### src/rtl/dec_scan_n.sv
// One-hot decoder with direct select and auto-scan modes.
// Y is indexed [0:2**N-1] so that Y[0] is the MSB and lights for select 0.
module dec_scan_n #(
    parameter int N       = 4,
    parameter int DWELL_W = 8
) (
    input  logic               Clock,
    input  logic               Resetn,
    input  logic               En,
    input  logic               Mode,
    input  logic [N-1:0]       W,
    input  logic               Load,
    input  logic [DWELL_W-1:0] Dwell,
    output logic [0:2**N-1]    Y,
    output logic [N-1:0]       Idx,
    output logic               Wrap
);

    localparam int M = 2**N;
    localparam logic [0:M-1] ONE_MSB = {1'b1, {(M-1){1'b0}}};

    typedef enum logic [1:0] {
        ST_OFF,
        ST_DIRECT,
        ST_SCAN
    } state_t;

    state_t             state_q, state_d;
    logic [DWELL_W-1:0] cnt_q, cnt_d, cnt_base;
    logic [N-1:0]       idx_d;
    logic [0:M-1]       y_d;
    logic               wrap_d;

    always_comb begin
        state_d  = ST_OFF;
        idx_d    = Idx;
        cnt_d    = cnt_q;
        cnt_base = cnt_q;
        wrap_d   = 1'b0;
        y_d      = '0;

        if (En) begin
            state_d = Mode ? ST_SCAN : ST_DIRECT;
        end

        unique case (state_d)
            ST_DIRECT: begin
                idx_d = W;
                cnt_d = '0;
            end
            ST_SCAN: begin
                // Leaving DIRECT, scanning always starts from a cleared count.
                cnt_base = (state_q == ST_DIRECT) ? '0 : cnt_q;
                if (Load) begin
                    idx_d = W;
                    cnt_d = '0;
                end else if (cnt_base == Dwell) begin
                    cnt_d  = '0;
                    idx_d  = Idx + 1'b1;
                    wrap_d = (Idx == '1);
                end else begin
                    cnt_d = cnt_base + 1'b1;
                end
            end
            default: begin
            end
        endcase

        if (state_d != ST_OFF) begin
            y_d = ONE_MSB >> idx_d;
        end
    end

    always_ff @(posedge Clock) begin
        if (!Resetn) begin
            state_q <= ST_OFF;
            cnt_q   <= '0;
            Idx     <= '0;
            Y       <= '0;
            Wrap    <= 1'b0;
        end else begin
            state_q <= state_d;
            cnt_q   <= cnt_d;
            Idx     <= idx_d;
            Y       <= y_d;
            Wrap    <= wrap_d;
        end
    end

endmodule

### config.mk
export PLATFORM = sky130hd
export DESIGN_NAME = dec_scan_n
export DESIGN_NICKNAME = d
export VERILOG_FILES = /design/src/rtl/dec_scan_n.sv
export SDC_FILE = /design/constraint.sdc
export NUM_CORES = 1
export LEC_CHECK = 0
export ABC_AREA = 1
export BUFFER_PORTS_ARGS = -buffer_cell sky130_fd_sc_hd__buf_2
export CORE_MARGIN = 3
export CORE_UTILIZATION = 32
export DETAILED_ROUTE_END_ITERATION = 12
export SYNTH_ARGS = -nofsm -noshare
export SYNTH_HDL_FRONTEND = slang
export SYNTH_SLANG_ARGS = --single-unit
### constraint.sdc
create_clock -name Clock -period 4.1 [get_ports Clock]
set_input_delay 0.41 -clock Clock [delete_from_list [all_inputs] [get_ports Clock]]
set_output_delay 0.41 -clock Clock [all_outputs]
set_load 0.01 [all_outputs]
==> metrics.md <==
| Metric | Value |
|---|---|
| Die W | 76.50 um |
| First-pass GRT wire length | approximately 6400 um |
| Worst hold margin | 0.3166 ns |
| Synth Register Bits | 31 |
| Area grow syn2layout | 22.82% |
| Syn Std Cell Area | 1590 um^2 |
| Pwr dens | 361.4 nW/um^2 |
| # rows | 25 |
| Bufs on Longest Clock Path | 2 |
| Total track usage | between 10% and 20% |
| Syn. warnings | 0 |
| Setup-failing EPs final | 0 |
| Skew final | 0.009541 ns |
| Final TNS setup | 0 ns |
| MaxCap Viol Count | 0 |
| Initial DRC count | 100 |
| RSZ-0062 raised after global routing | false |
| I/O Pins | 38 |
| Crit path max fanout | 17 |
| Area share of the largest cell type after synthesis | approximately 39% |
| Min Tclk post-route | 1.778 ns |
| Fillers | 520 |
| Slew headroom | between 70% and 80% |
| Port Buf Inserts | 37 |
| Worst Hold Class | input port to flip-flop |
| Tcrit/Tclk final | 43.37% |
| Post-DP HPWL | 2889 um |
| Most common cell after layout, fill and taps aside | nand2_1 |
| Vias in the first global route | 1384 |
| Syn Inst Count | 224 |
| Final Wtd Congestion | 0.8792 |
| Postcts setup bufs | 0 |
| Clock Latency Late Sink | 0.28 ns |
| # H-tree levels | 2 |
| Vias | 1489 |
| Net Count, Synth | 243 |
| Routed len/inst | 11.35 um |
| DIE HEIGHT | 76.50 um |
| CTS resizes | 0 |
| Avg Cell Area, Syn | a little over 7 um^2 |
| Ant. Diodes | 0 |
| Status | completed |
| Ranking of synthesized cells by area | dfxtp_1, nand2_1, nand3_1 |
| Design Power | between 700 and 800 uW |
| Vias/cell | 4.471 |
| Die ar. | 5851 um^2 |
| Core ar. | 4755 um^2 |
| Layout cells sized above 1 | about a quarter |
| Pre-Repair DR Iteration Count | 4 |
| Pin count of the biggest net entering global routing | 18 |
| Post-route insts no fill | 333 |
| Leakage power | 0.0009466 uW |
| Initial antenna violation count | 0 |
| Starting density of the core | approximately a third |
| Maximum vdd drop | 150.9 uV |
| Post-CTS Hold Fix Bufs | 0 |
| DRT antenna net count | 0 |
| Crit start category | flip-flop |
| Required @ worst endpoint | 4.31 ns |
| Critical Path AT | 1.99 ns |
| Post-Place Cells | about 330 |
| CP endpoint kind | flip-flop |
| Grt ovf | 0 |
| Synth area leader | dfxtp_1 |
| Num CTS Buffers | 5 |
| Routed wire length | 3778 um |
| CTS tree | yes |
| Sequential area share after synthesis | 39.02% |
| Max-slew violations | 0 |
| CP Class | flip-flop to flip-flop |
| Worst slew pin tran | 0.3231 ns |
| Nets@finish | 284 |
| CTS Sinks | 31 |
| Clock slew at reported path FFs | 0.06 ns |
| Drc violations | 0 |
| Clock root cell | clkbuf_8 |
| Hold Fails Final Rpt | 0 |
| Post-synth cell types | 27 |
| F_max | 0.5624 GHz |
| Highest-count cells in the layout ignoring fill and taps | nand2_1, buf_2, dfxtp_1, inv_1, nor2_1 |
## flip-flops by register name, summed over array words and instances, names as in the netlist
signal and cells:
Wrap 1, Idx 4, state_q 2, cnt_q 8, Y 16
## where the power goes
group / switching [uW] / internal (uW)
sequential: 4.96 / 307
clock: 110 / 196
combinational: 57.1 / 29.7
total: 172 / 533
## path summary, 6_finish.rpt
kind	slack, ns	startpoint	end	cells after the start
min reg2reg	0.51	cnt_q[5]$_SDFFE_PN0N_	cnt_q[5]$_SDFFE_PN0N_	2
max	2.32	state_q[1]$_SDFF_PN0_	Y[1]$_SDFF_PP0_	14
max reg2reg	2.32	state_q[1]$_SDFF_PN0_	Y[1]$_SDFF_PP0_	14
min	0.32	Mode	state_q[0]$_SDFF_PN0_	2
## synth_stat cells, drive strengths merged
library cell,number
nand3b,3
dfxtp,31
o41ai,1
nand3,30
nand2,65
o32ai,1
o21ai,3
clkbuf,1
nor2,32
ha,2
or2,1
buf,2
o22ai,4
inv,32
xor2,1
a21oi,11
o31ai,1
xnor2,3
## worst max-delay path, stage by stage, from the launching register on
cell     delay [ns]
dfxtp_1        0.32
inv_2          0.04
nand2_4        0.15
nand2_1        0.11
nand2_1        0.07
nand2_1        0.05
inv_2          0.05
nand2_1        0.05
nor2_2         0.11
nand2_2        0.11
nand2_1        0.09
nand3_2        0.10
a21oi_4        0.21
nand3_1        0.14
nor2_1         0.11
## cells by family after synthesis
group | count (synthesis) | share of synthesized area [%]
DFF | 31 | 39.02
buffers and inverters | 35 | 9.047
adders and majority gates | 2 | 1.573
and+or+nand+nor | 131 | 38.47
AOI/OAI and AO/OA | 21 | 9.678
xor gates and xnor gates | 4 | 2.203
## final cells by class
type / instances / area (um^2) / share of cell area (%)
Sequential cell: 31 / 620.6 / 31.77
Tap cell: 67 / 83.83 / 4.292
Inverter: 32 / 120.1 / 6.150
Multi-Input combinational cell: 158 / 825.8 / 42.28
Clock inverter: 2 / 35.03 / 1.794
Timing Repair Buffer: 37 / 185.2 / 9.481
Clock buffer: 6 / 82.58 / 4.228
## layer usage
metal / share of wire, % / GRT usage (%) / vias up
met3: 4.9 / 4.255 / 2
met1: 49 / 18.10 / 660
met2: 45 / 20.56 / 37
li1: - / - / 790
met5: 0 / 0 / -
met4: 0.77 / 6.159 / 0
## stage by stage
stage                     area [um^2]  utilization (%)  setup slack, ns
final                            1953            41.08            2.322
after global routing             1953            41.08            2.082
after CTS                        1953            41.08            2.303
after detailed placement         1836            38.61            2.258
after global placement           1836            38.61            2.237
after floorplan                  1590                -            2.535
(Power assumes the default switching activity.)
